`config.mk`:
```
export PLATFORM = sky130hd
export DESIGN_NAME = wb_port_arbiter
export DESIGN_NICKNAME = d
export VERILOG_FILES = /design/src/rtl/wb_pkg.sv /design/src/rtl/wb_fifo.sv /design/src/rtl/wb_port_arbiter.sv
export SDC_FILE = /design/constraint.sdc
export NUM_CORES = 1
export LEC_CHECK = 0
export ABC_CLOCK_PERIOD_IN_PS = 3300
export BUFFER_PORTS_ARGS = -buffer_cell sky130_fd_sc_hd__buf_2
export CAP_MARGIN = 0
export CORE_ASPECT_RATIO = 0.8
export CORE_MARGIN = 2
export CORE_UTILIZATION = 45
export CTS_CLUSTER_DIAMETER = 120
export CTS_CLUSTER_SIZE = 12
export DETAILED_ROUTE_END_ITERATION = 8
export HOLD_SLACK_MARGIN = 0.08
export PLACE_DENSITY = 0.68
export REMOVE_ABC_BUFFERS = 1
export SYNTH_ARGS = -nofsm -noshare
export SYNTH_HDL_FRONTEND = slang
export SYNTH_SLANG_ARGS = --single-unit
```
`constraint.sdc`:
```
create_clock -name clk -period 3.3 [get_ports clk]
set_clock_uncertainty 0.2 [all_clocks]
set_input_delay 0.165 -clock clk [delete_from_list [all_inputs] [get_ports clk]]
set_output_delay 0.165 -clock clk [all_outputs]
set_load 0.01 [all_outputs]
```
`src/rtl/wb_pkg.sv`:
```
// Shared types for the register-file writeback arbiter.
// Result bundle, write source encoding and the x0 constant.
package wb_pkg;

  localparam int WB_XLEN = 32;
  localparam logic [4:0] REG_ZERO = 5'd0;

  typedef enum logic [1:0] {
    WB_SRC_NONE = 2'd0,
    WB_SRC_ALU  = 2'd1,
    WB_SRC_LSU  = 2'd2
  } wb_src_t;

  typedef struct packed {
    logic [4:0]         addr;
    logic [WB_XLEN-1:0] data;
  } wb_req_t;

endpackage

```
`src/rtl/wb_fifo.sv`:
```
// Small synchronous FIFO of writeback requests.
// Push is refused when full, pop is ignored when empty.
module wb_fifo
  import wb_pkg::*;
#(
  parameter int DEPTH = 2,
  localparam int AW = $clog2(DEPTH)
) (
  input  logic    clk,
  input  logic    reset_n,
  input  logic    push,
  input  logic    pop,
  input  wb_req_t din,
  output wb_req_t dout,
  output logic    full,
  output logic    empty
);

  wb_req_t       mem [DEPTH];
  logic [AW-1:0] wr_ptr;
  logic [AW-1:0] rd_ptr;
  logic [AW:0]   cnt;
  logic          do_push;
  logic          do_pop;

  assign full    = (cnt == (AW+1)'(DEPTH));
  assign empty   = (cnt == '0);
  assign do_push = push && !full;
  assign do_pop  = pop && !empty;
  assign dout    = mem[rd_ptr];

  always_ff @(posedge clk) begin
    if (do_push) mem[wr_ptr] <= din;
  end

  // power-of-two depth lets the pointers wrap by overflow
  always_ff @(posedge clk or negedge reset_n) begin
    if (!reset_n) begin
      wr_ptr <= '0;
      rd_ptr <= '0;
      cnt    <= '0;
    end else begin
      if (do_push) wr_ptr <= wr_ptr + 1'b1;
      if (do_pop)  rd_ptr <= rd_ptr + 1'b1;
      if (do_push && !do_pop)      cnt <= cnt + 1'b1;
      else if (do_pop && !do_push) cnt <= cnt - 1'b1;
    end
  end

endmodule

```
`src/rtl/wb_port_arbiter.sv`:
```
// Shares the register-file write port between ALU and LSU.
// Define WB_AGE_GUARD_EN to bound how long ALU results can starve.
module wb_port_arbiter
  import wb_pkg::*;
#(
  parameter int XLEN           = 32,
  parameter int ALU_FIFO_DEPTH = 2,
  parameter int MAX_WAIT       = 4
) (
  input  logic            clk,
  input  logic            reset_n,
  input  logic            alu_valid,
  output logic            alu_ready,
  input  logic [4:0]      alu_addr,
  input  logic [XLEN-1:0] alu_data,
  input  logic            lsu_valid,
  output logic            lsu_ready,
  input  logic [4:0]      lsu_addr,
  input  logic [XLEN-1:0] lsu_data,
  output logic            reg_wr_en,
  output logic [4:0]      reg_wr_addr,
  output logic [XLEN-1:0] reg_wr_data,
  output logic [1:0]      reg_wr_src,
  output logic            busy
);

  if (XLEN != WB_XLEN) begin : g_bad_xlen
    $error("XLEN must match wb_pkg::WB_XLEN");
  end
  if ((ALU_FIFO_DEPTH < 2) ||
      ((ALU_FIFO_DEPTH & (ALU_FIFO_DEPTH - 1)) != 0)) begin : g_bad_depth
    $error("ALU_FIFO_DEPTH must be a power of two >= 2");
  end
  if (MAX_WAIT < 1) begin : g_bad_wait
    $error("MAX_WAIT must be at least 1");
  end

  wb_req_t fifo_din;
  wb_req_t fifo_dout;
  logic    fifo_full;
  logic    fifo_empty;
  logic    force_alu;
  logic    lsu_grant;
  logic    alu_grant;
  wb_req_t win_req;
  wb_src_t win_src;
  wb_src_t src_q;

  assign fifo_din  = '{addr: alu_addr, data: alu_data};
  assign alu_ready = !fifo_full;
  assign lsu_ready = !force_alu;
  assign lsu_grant = lsu_valid && !force_alu;
  assign alu_grant = !lsu_grant && !fifo_empty;
  assign busy      = !fifo_empty || lsu_valid;

  wb_fifo #(
    .DEPTH (ALU_FIFO_DEPTH)
  ) u_alu_fifo (
    .clk     (clk),
    .reset_n (reset_n),
    .push    (alu_valid && alu_ready),
    .pop     (alu_grant),
    .din     (fifo_din),
    .dout    (fifo_dout),
    .full    (fifo_full),
    .empty   (fifo_empty)
  );

`ifdef WB_AGE_GUARD_EN
  localparam int WW = $clog2(MAX_WAIT + 1);
  logic [WW-1:0] wait_cnt;

  assign force_alu = !fifo_empty &&
                     (wait_cnt == WW'(MAX_WAIT));

  // counts LSU wins while an ALU result is waiting
  always_ff @(posedge clk or negedge reset_n) begin
    if (!reset_n) begin
      wait_cnt <= '0;
    end else if (alu_grant) begin
      wait_cnt <= '0;
    end else if (lsu_grant && !fifo_empty &&
                 (wait_cnt != WW'(MAX_WAIT))) begin
      wait_cnt <= wait_cnt + 1'b1;
    end
  end
`else
  assign force_alu = 1'b0;
`endif

  always_comb begin
    win_req = fifo_dout;
    win_src = WB_SRC_NONE;
    unique case (1'b1)
      lsu_grant: begin
        win_req = '{addr: lsu_addr, data: lsu_data};
        win_src = WB_SRC_LSU;
      end
      alu_grant: win_src = WB_SRC_ALU;
      default:   win_src = WB_SRC_NONE;
    endcase
  end

  // x0 writes are consumed but never strobed
  always_ff @(posedge clk or negedge reset_n) begin
    if (!reset_n) begin
      reg_wr_en   <= 1'b0;
      reg_wr_addr <= '0;
      reg_wr_data <= '0;
      src_q       <= WB_SRC_NONE;
    end else begin
      src_q     <= win_src;
      reg_wr_en <= (win_src != WB_SRC_NONE) &&
                   (win_req.addr != REG_ZERO);
      if (win_src != WB_SRC_NONE) begin
        reg_wr_addr <= win_req.addr;
        reg_wr_data <= win_req.data;
      end
    end
  end

  assign reg_wr_src = src_q;

endmodule

```
# Yosys cells after proc, flatten, opt, wreduce, memory -nomap -nowiden
# Memory sizes are Yosys's and may differ from the RTL's.
# Index checks and enable logic that the tools add are counted.
# word_totals
regBits,44
ram_bits,74
input_bits,78
word_cells,36
mem_count,1
# classes
add_sub_neg,4
eq_ne,1
mux,6
reduce_logical,17
# mem_list
name,depth,word_bits,rd,rd_clocked_by_memory_dff,write_ports,line,rtl
u_alu_fifo.mem,2,37,1,0,1,wb_fifo.sv:19,wb_req_t mem [DEPTH];
# ops
operator,n
2-to-1 mux 37 bit,1
logical AND 1 bit,7
logical NOT 1 bit,5
nonzero test 5 bit,1
2-to-1 mux 2 bit,2
one-hot mux 2 bit (2 select lines),1
nonzero test 2 bit,2
"adder 1 bit, second input constant",2
"adder 2 x 1 -> 2 bit, second input constant",1
"equality test 2 bit, second input constant",1
logical NOT 2 bit,1
2-to-1 mux 1 bit,2
"subtractor 2 x 1 -> 2 bit, second input constant",1
logical OR 1 bit,1

# Depth between registers and ports, before layout
# depth
ltp_word,8
ltp_mapped,8
mapped_depth_nobuf,7

# Cells and area by module
# A second synthesis with hierarchy kept.
# unflattened
cells_unflattened,311
hier_area_um2,4815.9
# modules_own_cells
mod,n_inst,cells_per_inst,area_per_inst_um2
wb_fifo,1,134,2949.1
wb_port_arbiter,1,177,1866.8

# Worst setup path after synthesis
# Ideal clock, no wire load.
# synth_path
path_type,register to register
from,register u_alu_fifo.cnt[0]
to,memory u_alu_fifo.mem[0][0] (netlist name) (enable)
setup_ps,431
arrival_time_ps,2354
required_time_ps,2669
slack_ps,315
stages_incl_launch_ff,4
n_path_buf,0
period_less_slack_ps,2985
path_cell_list,dfrtp_1 -> nand2b_1 -> nand2_1 -> nor2_1
# synth_between
elab_chain_cells,6
# synth_rtl
item,line,rtl
"start, declared",wb_fifo.sv:22,logic [AW:0] cnt;
"start signal, assigned",wb_fifo.sv:45,if (do_push && !do_pop) cnt <= cnt + 1'b1;
"start signal, assigned",wb_fifo.sv:46,else if (do_pop && !do_push) cnt <= cnt - 1'b1;
equality test 2 bit *,wb_fifo.sv:26,assign full = (cnt == (AW+1)'(DEPTH));
logical NOT 1 bit *,wb_port_arbiter.sv:50,assign alu_ready = !fifo_full;
via alu_ready,wb_port_arbiter.sv:13,"output logic alu_ready,"
logical AND 1 bit,wb_port_arbiter.sv:61,".push (alu_valid && alu_ready),"
logical AND 1 bit *,wb_fifo.sv:28,assign do_push = push && !full;
2-to-1 mux 1 bit *,wb_fifo.sv:33,if (do_push) mem[wr_ptr] <= din;
2-to-1 mux 1 bit (implied by the code) *,wb_fifo.sv:33,
"end, declared",wb_fifo.sv:19,
# Mark *: on every way through the listed nets, which the timed path passes. The rest lies on a longest branch.

# Final worst setup path
# layout_path
from,register u_alu_fifo.rd_ptr
to,register reg_wr_en
# layout_between
elab_chain_cells,4
# layout_rtl
item,line,rtl
"start, declared",wb_fifo.sv:21,logic [AW-1:0] rd_ptr;
"start signal, assigned",wb_fifo.sv:44,if (do_pop) rd_ptr <= rd_ptr + 1'b1;
memory (2 x 37 bit),n/a,
2-to-1 mux 37 bit,wb_port_arbiter.sv:94,unique case (1'b1)
nonzero test 5 bit,wb_port_arbiter.sv:114,(win_req.addr != REG_ZERO);
logical AND 1 bit,wb_port_arbiter.sv:113,reg_wr_en <= (win_src != WB_SRC_NONE) &&
"end signal, assigned",wb_port_arbiter.sv:113,
"end, declared",wb_port_arbiter.sv:20,"output logic reg_wr_en,"
# Every way passes these cells.
# A chain may end at the register's enable or synchronous reset.

==> results.ini <==
[final_layout]
layout.area.seq_sq_um=3324
syn_to_final_growth_pct=44.75
n_antenna_cell=0
nets=621
drive_gt1_share_pct=28.83
nFillCells=766
multi_input_area_sq_um=1171

[timing]
max_slew.worst_pin.slew_ns=0.9281
setup_tns_ns=0
fin_hold_ws_ns=0.1040
min_period_ns=2.594
max_slew_margin_pct=38.13
rsz0062_at_grt=false
setup_viol=0
max_freq_mhz=385.5
hold_viol_final=0
drv_slew=0
fin_crit_sh_pct=78.60

[floorplanning]
die_area_sq_um=11130
io_pins=121
rows=33
initial_core_util_pct=45.64
die_w_um=117.5
core_sq_um=10160
die_y_um=94.78

[synth]
synth_edf_count=74
synthArstFlopShare_pct=37.29
synth_top_area_cell=edfxtp_1
synth_top_cell_area_share_pct=47.94
ys_seq_elements=118
ys_top_cells_by_area=edfxtp_1, dfrtp_1, mux2i_1
synth_top_flop_cell=edfxtp_1
synth_area_sq_um=4636
netlist-cell-type-count=24
postSynthCellCount=342
yosysMostFrequentCell=edfxtp_1
yosys_warnings=0
ys_seq_area_share_pct=71.69
synth.avg_cell_area_sq_um=13.55
netlist_top_cells_count=edfxtp_1, dfrtp_1, nand2_1

[placement]
io_buffers=119
globalplace.congestion=0.7053
dp_hpwl_um=6094

[setup_path]
worstPathArrival_ns=2.67
worstPathMaxFanout=26
required_ns=3.38
critical_path_class=reg2reg
endpoint_kind=register
start_kind=register

[hold_path]
hold_path_class=in2async

[clock_network]
ctsRootBufferMaster=clkbuf_16
clock_sinks=118
cts_buffers=17
cts_tree=done
clk_pin_slew_ns=0.05
cts_buffer_depth=2
cts_resized=0
h-tree-depth=4
cts_setup_buffers=0
clock_latency_ns=0.41

[global_routing]
grt_pass1_wl_um=16670
track_usage_pct=19.75
antenna_found_initial=0
grt_overflow_total=0
grt_max_degree=41
first_global_vias=3394

[route]
drc=0
ant_nets=0
drt-pass1-iter-count=4
vias_per_cell=4.765
wl_met2_um=5164
num_vias=3312
wire_per_inst_um=14.62
top_layer=met4
drt_iter0_markers=132
route.met3.wl_um=582
wl_met1_um=4270
routed_wl_um=10160

[run]
cap_violations=0

[power]
clkPwrFrac_pct=33.6
combPwrFrac_pct=25.8
peakVddDrop_mv=0.4795
p_sw_share_pct=29.72
seqPwrFrac_pct=40.7
power_switching_mw=1.651
p_per_area_nw_per_um2=827.8
p_int_mw=3.904
p_total_mw=5.555
power.leakage_nw=2.888

[outcome]
status=complete, no violations

## registers in the layout (all words and copies together), names as in the netlist
register,flops
u_alu_fifo.mem,74
reg_wr_data,32
reg_wr_addr,5
reg_wr_src,2
u_alu_fifo.cnt,2
reg_wr_en,1
u_alu_fifo.rd_ptr,1
u_alu_fifo.wr_ptr,1
## cell usage in the layout, fill, tap and decap left out, types with 2 or more instances in the layout
master	Yosys	layout
xor2_1	3	3
bufinv_16	0	4
nor2_4	0	2
clkinv_1	0	4
buf_4	3	5
dfrtp_1	44	43
mux2_2	2	2
dlygate4sd3_1	0	77
o21ai_1	15	15
nand2_1	38	38
a21oi_1	35	35
nor2_1	37	36
mux2i_1	37	37
edfxtp_1	74	74
clkbuf_1	5	2
buf_2	7	119
o21ai_0	22	22
inv_1	3	3
clkinv_2	0	3
clkbuf_16	0	17
xnor2_1	2	2
## metrics by stage
stage | utilization [%] | area (sq um) | worst slack (ns) | instances
after global routing | 66.06 | 6710 | 0.5136 | 695
after floorplan | - | 4492 | 0.3148 | 321
after detailed placement | 52.53 | 5335 | 1.127 | 586
after global placement | 52.53 | 5335 | 1.146 | 586
after CTS | 66.06 | 6710 | 0.6743 | 695
final | 66.06 | 6710 | 0.7062 | 695
## final timing paths
path	from	to	slack [ns]	cells after the start
worst max-delay path	u_alu_fifo.rd_ptr	reg_wr_en	0.71	5
worst min-delay path	reset_n	reg_wr_data[29]	0.10	2
worst max register to register	u_alu_fifo.rd_ptr	reg_wr_en	0.71	5
worst min register to register	reg_wr_addr[0]	reg_wr_addr[0]	0.28	2
max in group asynchronous	reset_n	reg_wr_data[10]	2.07	3
min in group clk	lsu_valid	reg_wr_data[10]	0.12	3
## power by group through the flow
stage | combinational [mW] | clock (mW) | sequential (mW)
finish | 1.43 | 1.87 | 2.26
global route | 1.60 | 1.96 | 2.31
CTS | 1.45 | 1.90 | 2.26
detailed placement | 1.36 | 0 | 2.28
global placement | 1.34 | 0 | 2.27
floorplan | 0.769 | 0 | 2.34
## final cells by class
cell class | instances | share of cell area (%)
timing repair buffer | 202 | 21.22
inverter | 3 | 0.1678
sequential | 118 | 49.54
clock buffer | 20 | 6.657
multi-input combinational | 200 | 17.45
clock inverter | 12 | 2.349
tap | 140 | 2.610
## worst max-delay path, stage by stage (launching register included)
cell           delay [ns]
dfrtp_2              0.84
mux2i_1              0.27
o21ai_0              0.14
a2111oi_2            0.31
dlygate4sd3_1        0.58
a31oi_1              0.09
## metal layers
metal | vias up | track usage, %
li1 | 1616 | -
met1 | 1582 | 22.86
met2 | 101 | 34.89
met3 | 13 | 6.099
met4 | 0 | 7.831
met5 | - | 0
## kinds of logic after synthesis
logic type | count (synthesis) | share of synthesized area [%]
flops | 118 | 71.69
simple gates | 80 | 6.964
compound gates | 74 | 8.232
mux | 39 | 8.475
buf+inv | 24 | 3.347
xor+xnor | 5 | 0.9448
fa+ha+maj | 1 | 0.2699
other cells | 1 | 0.08089
## repair_timing
action,CTS,global route
hold endpoints to repair,157,0
hold buffers,77,0
setup endpoints to repair,0,0
Note: power is estimated with default switching activity, not from simulation.
